File: config.mk
export PLATFORM = sky130hd
export DESIGN_NAME = sort4_seq
export DESIGN_NICKNAME = d
export VERILOG_FILES = /design/src/rtl/sort4_seq_pkg.sv /design/src/rtl/sort4_seq_cmp_flags.sv /design/src/rtl/sort4_seq.sv
export SDC_FILE = /design/constraint.sdc
export NUM_CORES = 1
export LEC_CHECK = 0
export CAP_MARGIN = 15
export CORE_MARGIN = 10
export CORE_UTILIZATION = 35
export DETAILED_ROUTE_END_ITERATION = 6
export GPL_TIMING_DRIVEN = 0
export PLACE_DENSITY = 0.52
export REMOVE_ABC_BUFFERS = 1
export SKIP_CTS_REPAIR_TIMING = 1
export SLEW_MARGIN = 20
export SYNTH_ARGS = -nofsm -noshare
export SYNTH_HDL_FRONTEND = slang
export SYNTH_SLANG_ARGS = --single-unit
File: constraint.sdc
create_clock -name clk -period 4.45 [get_ports clk]
set_input_delay 0.6675 -clock clk [delete_from_list [all_inputs] [get_ports clk]]
set_output_delay 0.6675 -clock clk [all_outputs]
set_load 0.005 [all_outputs]
File: src/rtl/sort4_seq_pkg.sv
// sort4_seq_pkg
//   Shared definitions for the sort4_seq block-sorter slice.
//   - W_DEF / N_DEF : default operand width and block length
//   - sort_state_e  : controller state encoding (LOAD / SORT / OUT)
package sort4_seq_pkg;

  localparam int W_DEF = 4;
  localparam int N_DEF = 4;

  typedef enum logic [1:0] {
    ST_LOAD = 2'd0,
    ST_SORT = 2'd1,
    ST_OUT  = 2'd2
  } sort_state_e;

endpackage

File: src/rtl/sort4_seq_cmp_flags.sv
// sort4_seq_cmp_flags
//   Combinational W-bit magnitude comparator built on a single subtraction
//   a - b. Produces unsigned (ug/ul), equality (eq) and two's complement
//   signed (sg/sl) flags.
//   Ports:
//     a_i, b_i : operands (W bits)
//     ug_o/ul_o: a > b / a < b, unsigned
//     eq_o     : a == b
//     sg_o/sl_o: a > b / a < b, signed
module sort4_seq_cmp_flags #(
  parameter int W = 4
) (
  input  logic [W-1:0] a_i,
  input  logic [W-1:0] b_i,
  output logic         ug_o,
  output logic         ul_o,
  output logic         eq_o,
  output logic         sg_o,
  output logic         sl_o
);

  logic [W:0] diff;
  logic       borrow;
  logic       zero;
  logic       neg;
  logic       ovf;

  // Zero-extended subtract: bit W is the borrow out (a < b unsigned).
  assign diff   = {1'b0, a_i} - {1'b0, b_i};
  assign borrow = diff[W];
  assign zero   = (diff[W-1:0] == '0);
  assign neg    = diff[W-1];
  // Signed overflow: operands differ in sign and the result sign differs
  // from a. Then the raw sign bit is wrong, so signed less-than is neg^ovf
  // (this is what makes 7 vs -8 come out as 7 greater).
  assign ovf    = (a_i[W-1] ^ b_i[W-1]) & (a_i[W-1] ^ neg);

  assign eq_o = zero;
  assign ul_o = borrow;
  assign ug_o = ~borrow & ~zero;
  assign sl_o = neg ^ ovf;
  assign sg_o = ~(neg ^ ovf) & ~zero;

endmodule

File: src/rtl/sort4_seq.sv
// sort4_seq
//   Loads a block of N words, bubble-sorts them in place with one compare
//   per cycle (stable: equal words never swap), then streams them out in
//   ascending order under either unsigned or signed interpretation.
//   Ports:
//     clk, rstn           : clock, synchronous active-low reset
//     sgn                 : 0 unsigned, 1 signed; latched on first word of a block
//     in_valid/in_ready   : input stream handshake, in_data is the word
//     out_valid/out_ready : output stream handshake, out_data is the word
//     out_last            : marks the N-th output word
//     busy                : high while sorting
//     npass               : completed bubble passes for the current block
//     dbg_state           : current controller state
//   Handshake: a word transfers on a rising clk edge where valid and ready
//   are both high; a valid producer holds its data stable until it transfers,
//   and ready never depends combinationally on valid.
module sort4_seq
  import sort4_seq_pkg::*;
#(
  parameter int W = W_DEF,
  parameter int N = N_DEF
) (
  input  logic                   clk,
  input  logic                   rstn,
  input  logic                   sgn,
  input  logic                   in_valid,
  output logic                   in_ready,
  input  logic [W-1:0]           in_data,
  output logic                   out_valid,
  input  logic                   out_ready,
  output logic [W-1:0]           out_data,
  output logic                   out_last,
  output logic                   busy,
  output logic [$clog2(N):0]     npass,
  output sort_state_e            dbg_state
);

  localparam int CW  = $clog2(N);
  localparam int NPW = $clog2(N) + 1;

  sort_state_e    state_q;
  logic [W-1:0]   mem_q [N];
  logic [CW-1:0]  lcnt_q;
  logic [CW-1:0]  ocnt_q;
  logic [CW-1:0]  idx_q;
  logic [CW-1:0]  idx_nx;
  logic           swapped_q;
  logic [NPW-1:0] npass_q;
  logic           sgn_q;

  logic [W-1:0]   cmp_a;
  logic [W-1:0]   cmp_b;
  logic           ug, ul, eq, sg, sl;
  logic           greater;

  assign idx_nx = idx_q + CW'(1);
  assign cmp_a  = mem_q[idx_q];
  assign cmp_b  = mem_q[idx_nx];

  sort4_seq_cmp_flags #(.W(W)) u_cmp_flags (
    .a_i  (cmp_a),
    .b_i  (cmp_b),
    .ug_o (ug),
    .ul_o (ul),
    .eq_o (eq),
    .sg_o (sg),
    .sl_o (sl)
  );

  // The flags are mutually exclusive, so qualifying "greater" with the
  // less/equal flags never changes it; it only guards against a broken
  // comparator ever swapping an equal or smaller pair.
  assign greater = sgn_q ? (sg & ~sl & ~eq) : (ug & ~ul & ~eq);

  always_ff @(posedge clk) begin
    if (!rstn) begin
      state_q   <= ST_LOAD;
      lcnt_q    <= '0;
      ocnt_q    <= '0;
      idx_q     <= '0;
      swapped_q <= 1'b0;
      npass_q   <= '0;
      sgn_q     <= 1'b0;
    end else begin
      case (state_q)
        ST_LOAD: begin
          if (in_valid) begin
            mem_q[lcnt_q] <= in_data;
            if (lcnt_q == '0) begin
              sgn_q   <= sgn;
              npass_q <= '0;
            end
            if (lcnt_q == CW'(N-1)) begin
              lcnt_q    <= '0;
              idx_q     <= '0;
              swapped_q <= 1'b0;
              state_q   <= ST_SORT;
            end else begin
              lcnt_q <= lcnt_q + CW'(1);
            end
          end
        end
        ST_SORT: begin
          if (greater) begin
            mem_q[idx_q]  <= cmp_b;
            mem_q[idx_nx] <= cmp_a;
          end
          if (idx_q == CW'(N-2)) begin
            // End of a pass: the swap of this very cycle counts too.
            npass_q   <= npass_q + NPW'(1);
            idx_q     <= '0;
            swapped_q <= 1'b0;
            if (!(swapped_q || greater)) begin
              state_q <= ST_OUT;
            end
          end else begin
            idx_q     <= idx_nx;
            swapped_q <= swapped_q | greater;
          end
        end
        ST_OUT: begin
          if (out_ready) begin
            if (ocnt_q == CW'(N-1)) begin
              ocnt_q  <= '0;
              state_q <= ST_LOAD;
            end else begin
              ocnt_q <= ocnt_q + CW'(1);
            end
          end
        end
        default: state_q <= ST_LOAD;
      endcase
    end
  end

  // Outputs are decoded from registered state; reset forces them low at once.
  assign in_ready  = rstn && (state_q == ST_LOAD);
  assign busy      = rstn && (state_q == ST_SORT);
  assign out_valid = rstn && (state_q == ST_OUT);
  assign out_last  = out_valid && (ocnt_q == CW'(N-1));
  assign out_data  = out_valid ? mem_q[ocnt_q] : '0;
  assign npass     = npass_q;
  assign dbg_state = state_q;

endmodule

==> flow_summary.rst <==
.. list-table::
   :header-rows: 1

   * - Metric
     - Value
   * - Outcome
     - complete, no violations
   * - Number of diodes
     - 0
   * - R2R Path Start
     - idx_q[0]
   * - Number of standard cells in the final layout excluding fillers
     - 304
   * - Ratio of cells with drive above 1 in the final layout
     - about a fifth
   * - Count of pins on the block boundary
     - 22
   * - Via count
     - around 1,600
   * - Pin count of the biggest net entering global routing
     - 18
   * - Drt first pass iters
     - 4
   * - Unique masters post-synth
     - 44
   * - Clock Root Buffer
     - clkbuf_8
   * - WHS Endpoint
     - swapped_q
   * - Mean instance size in the synthesized netlist
     - around 11 sq um
   * - Combined area of all synthesized cells
     - about 0.0023 sq mm
   * - Wirelength per Cell
     - between 15 and 20 microns
   * - Number of pins exceeding their max-slew limit in the final report
     - 0
   * - CTS H-tree depth
     - 2
   * - Ranking of synthesized cells by instance count
     - nand2_1 (22), dfxtp_1 (17), a21oi_1 (16), edfxtp_1 (16)
   * - Worst setup EP type
     - flip-flop
   * - Synth Flop Type
     - dfxtp_1
   * - Depth of the worst hold-timing path
     - 2
   * - Static Leak
     - 0.934 nW
   * - Routed Antenna Nets
     - 0
   * - Number of global-route vias before repair
     - ~1,500
   * - Worst setup startpoint
     - idx_q[0]
   * - Number of warnings printed during yosys synthesis
     - 0
   * - Post-route fraction of the period consumed by the critical path
     - 94.0%
   * - Iteration-0 DRC Markers
     - 101
   * - Pwr Density
     - approximately 270 mW/mm^2
   * - Synthesis-to-layout area growth
     - 17.1%
   * - Largest stage delay, worst path
     - around 0.53 ns
   * - Crit path cell chain
     - inv_1, ha_1, mux4_2, inv_1, ha_1, nor2b_4, o21a_1, nor2_1, fa_1, nand3_1, o221a_4, a32o_1
   * - Placer congestion estimate
     - 0.802
   * - Cell with the most instances after synthesis
     - nand2_1
   * - Ys async rst share
     - 0%
   * - Cell class contributing the biggest share of worst-path delay
     - adder cells
   * - Via density per instance
     - ~5.4
   * - GRT Overall Usage
     - about a tenth
   * - Setup Skew
     - 0.00472 ns
   * - Total Nets Final
     - approximately 250
   * - Hold Vio Cnt, Final
     - 0
   * - Cell count after synthesis
     - 208
   * - Final core area utilization
     - between 40 and 50%
   * - Count of flip-flops with a built-in enable after synthesis
     - 16
   * - Fill count
     - between 600 and 700
   * - Library cell contributing the largest single delay on the critical path
     - mux4_2
   * - FP Rows
     - 29
   * - Die W
     - ~100 microns
   * - Post-detail-place hpwl
     - 3.98 mm
   * - Buf+Inv Stages, Crit Path
     - 2
   * - DRC errors left
     - 0
   * - Critical path start-end classification
     - flip-flop to flip-flop
   * - Total routed wirelength
     - between 5 and 6 mm
   * - Number of clock sinks
     - 33
   * - Worst EP arrival
     - around 4.2 ns
   * - Floorplan core area
     - around 0.0063 sq mm
   * - Number of cells in the design after placement
     - between 200 and 300
   * - Wire length of the first global-routing pass
     - between 8 and 9 mm
   * - Worst-path clk slew
     - approximately 0.070 ns
   * - Total setup violations reported at the end of the flow
     - 0
   * - Worst vdd ir
     - ~120 uV
   * - Worst Setup Start Kind
     - flip-flop
   * - Clock tree buffer depth
     - 2
   * - Logic depth of the worst register-to-register path
     - 12
   * - R2r setup slk
     - ~0.27 ns
   * - Overall die area
     - just over 0.01 sq mm
   * - Count of cell instances traversed by the critical path
     - 12
   * - Min-Delay Path Class
     - flip-flop to flip-flop
   * - Yosys top cell area share
     - between 20% and 30%
   * - Max-cap viol count
     - 0
   * - Required arrival time at the worst endpoint
     - approximately 4.4 ns
   * - Cts bufs inserted
     - 5
   * - Number of buffer cells added on primary ports
     - 21
   * - Sequential element share of the synthesized area
     - between 30% and 40%
   * - Worst slew margin relative to its limit
     - between 40% and 50%
   * - Remaining Overflow, GRT
     - 0
   * - Starting density of the core
     - between 30% and 40%
   * - Top cells by area in the synthesized netlist
     - edfxtp_1 (21%), dfxtp_1 (15%), mux4_2 (12%)
   * - Clock tree from TritonCTS
     - built
   * - Worst-path fanout max
     - 17
   * - Min Clock Period, post-route
     - roughly 4.2 ns
   * - Slew at the pin closest to its max-slew limit
     - roughly 0.86 ns
   * - Critical register-to-register path endpoint
     - mem_q[0][3]
   * - RSZ-0062 raised after global routing
     - no
   * - Worst hold path startpoint
     - swapped_q
   * - Library cell with the largest summed area after synthesis
     - edfxtp_1
   * - Insertion delay to the later sink of the worst-skew pair
     - between 0.2 and 0.3 ns
   * - Count of state elements after synthesis
     - 33
   * - Height of the die
     - 101 microns
   * - Achievable clock frequency
     - 239 MHz
   * - Initial antenna violation count
     - 0
## cell families after synthesis
group / Yosys count / synth area share (%)
and+or+nand+nor: 62 / 13.8
muxes: 30 / 22.2
adders and majority gates: 14 / 8.04
DFF: 33 / 36.1
buffers and inverters: 21 / 6.60
AOI/OAI and AO/OA: 47 / 12.9
xor gates and xnor gates: 1 / 0.385
## how the worst max path moves through the flow
stage                   to
3_3_place_gp   mem_q[0][1]
2_1_floorplan  mem_q[0][0]
6_report       mem_q[0][3]
3_5_place_dp   mem_q[0][1]
5_1_grt        mem_q[0][1]
4_1_cts        mem_q[0][2]
## cell usage in the layout, fill, tap and decap left out, drive strengths merged, types with 3 or more instances in the layout
master	count
dfxtp	17
mux4	12
mux2	17
nor2	14
clkbuf	7
nor2b	4
and3	5
edfxtp	16
nand2	22
ha	13
inv	11
a21oi	16
o32ai	3
clkdlybuf4s50	21
o21ai	14
nand3	4
## worst min-delay path: stages, from the launching register on
cell and delay (ns):
dfxtp_1 0.31, o21ai_0 0.07, a21oi_1 0.06
## where the power goes
part	leakage, nW	total [mW]	internal (mW)	switching [mW]
Sequential	0.283	0.331	0.325	0.00660
Combinational	0.586	0.0858	0.0410	0.0449
Clock	0.0645	0.296	0.177	0.118
Total	0.934	0.713	0.543	0.170
## cell type report
| cell class | count | area, sq um | area share (%) |
|---|---|---|---|
| clock buffers | 7 | 119 | 4.47 |
| clock inverters | 1 | 5.00 | 0.188 |
| inverters | 11 | 41.3 | 1.55 |
| multi-input cells | 154 | 1370 | 51.4 |
| flip-flops and latches | 33 | 822 | 30.9 |
| well taps | 77 | 96.3 | 3.62 |
| repair buffers | 21 | 210 | 7.90 |
## through the flow
stage / TNS, ns / setup WS [ns] / instance area, sq um / power, mW / hold slack, ns
final: 0 / 0.265 / 2660 / 0.713 / 0.488
after global routing: 0 / 0.0176 / 2660 / 0.743 / 0.511
after CTS: -9.46 / -0.485 / 2590 / 0.713 / 0.489
after detailed placement: -7.58 / -0.426 / 2470 / 0.418 / 0.477
after global placement: -8.36 / -0.428 / 2470 / 0.418 / 0.476
after floorplan: 0 / 0.332 / 2160 / 0.391 / 0.454
## metal layers
metal | vias up | GRT usage [%] | routed length [microns]
li1 | 811 | - | -
met1 | 799 | 13.8 | 2550
met2 | 26 | 16.6 | 2620
met3 | 6 | 2.33 | 172
met5 | - | 0 | 0
met4 | 0 | 4.57 | 82
No activity file was read; power rests on OpenSTA's default activity.
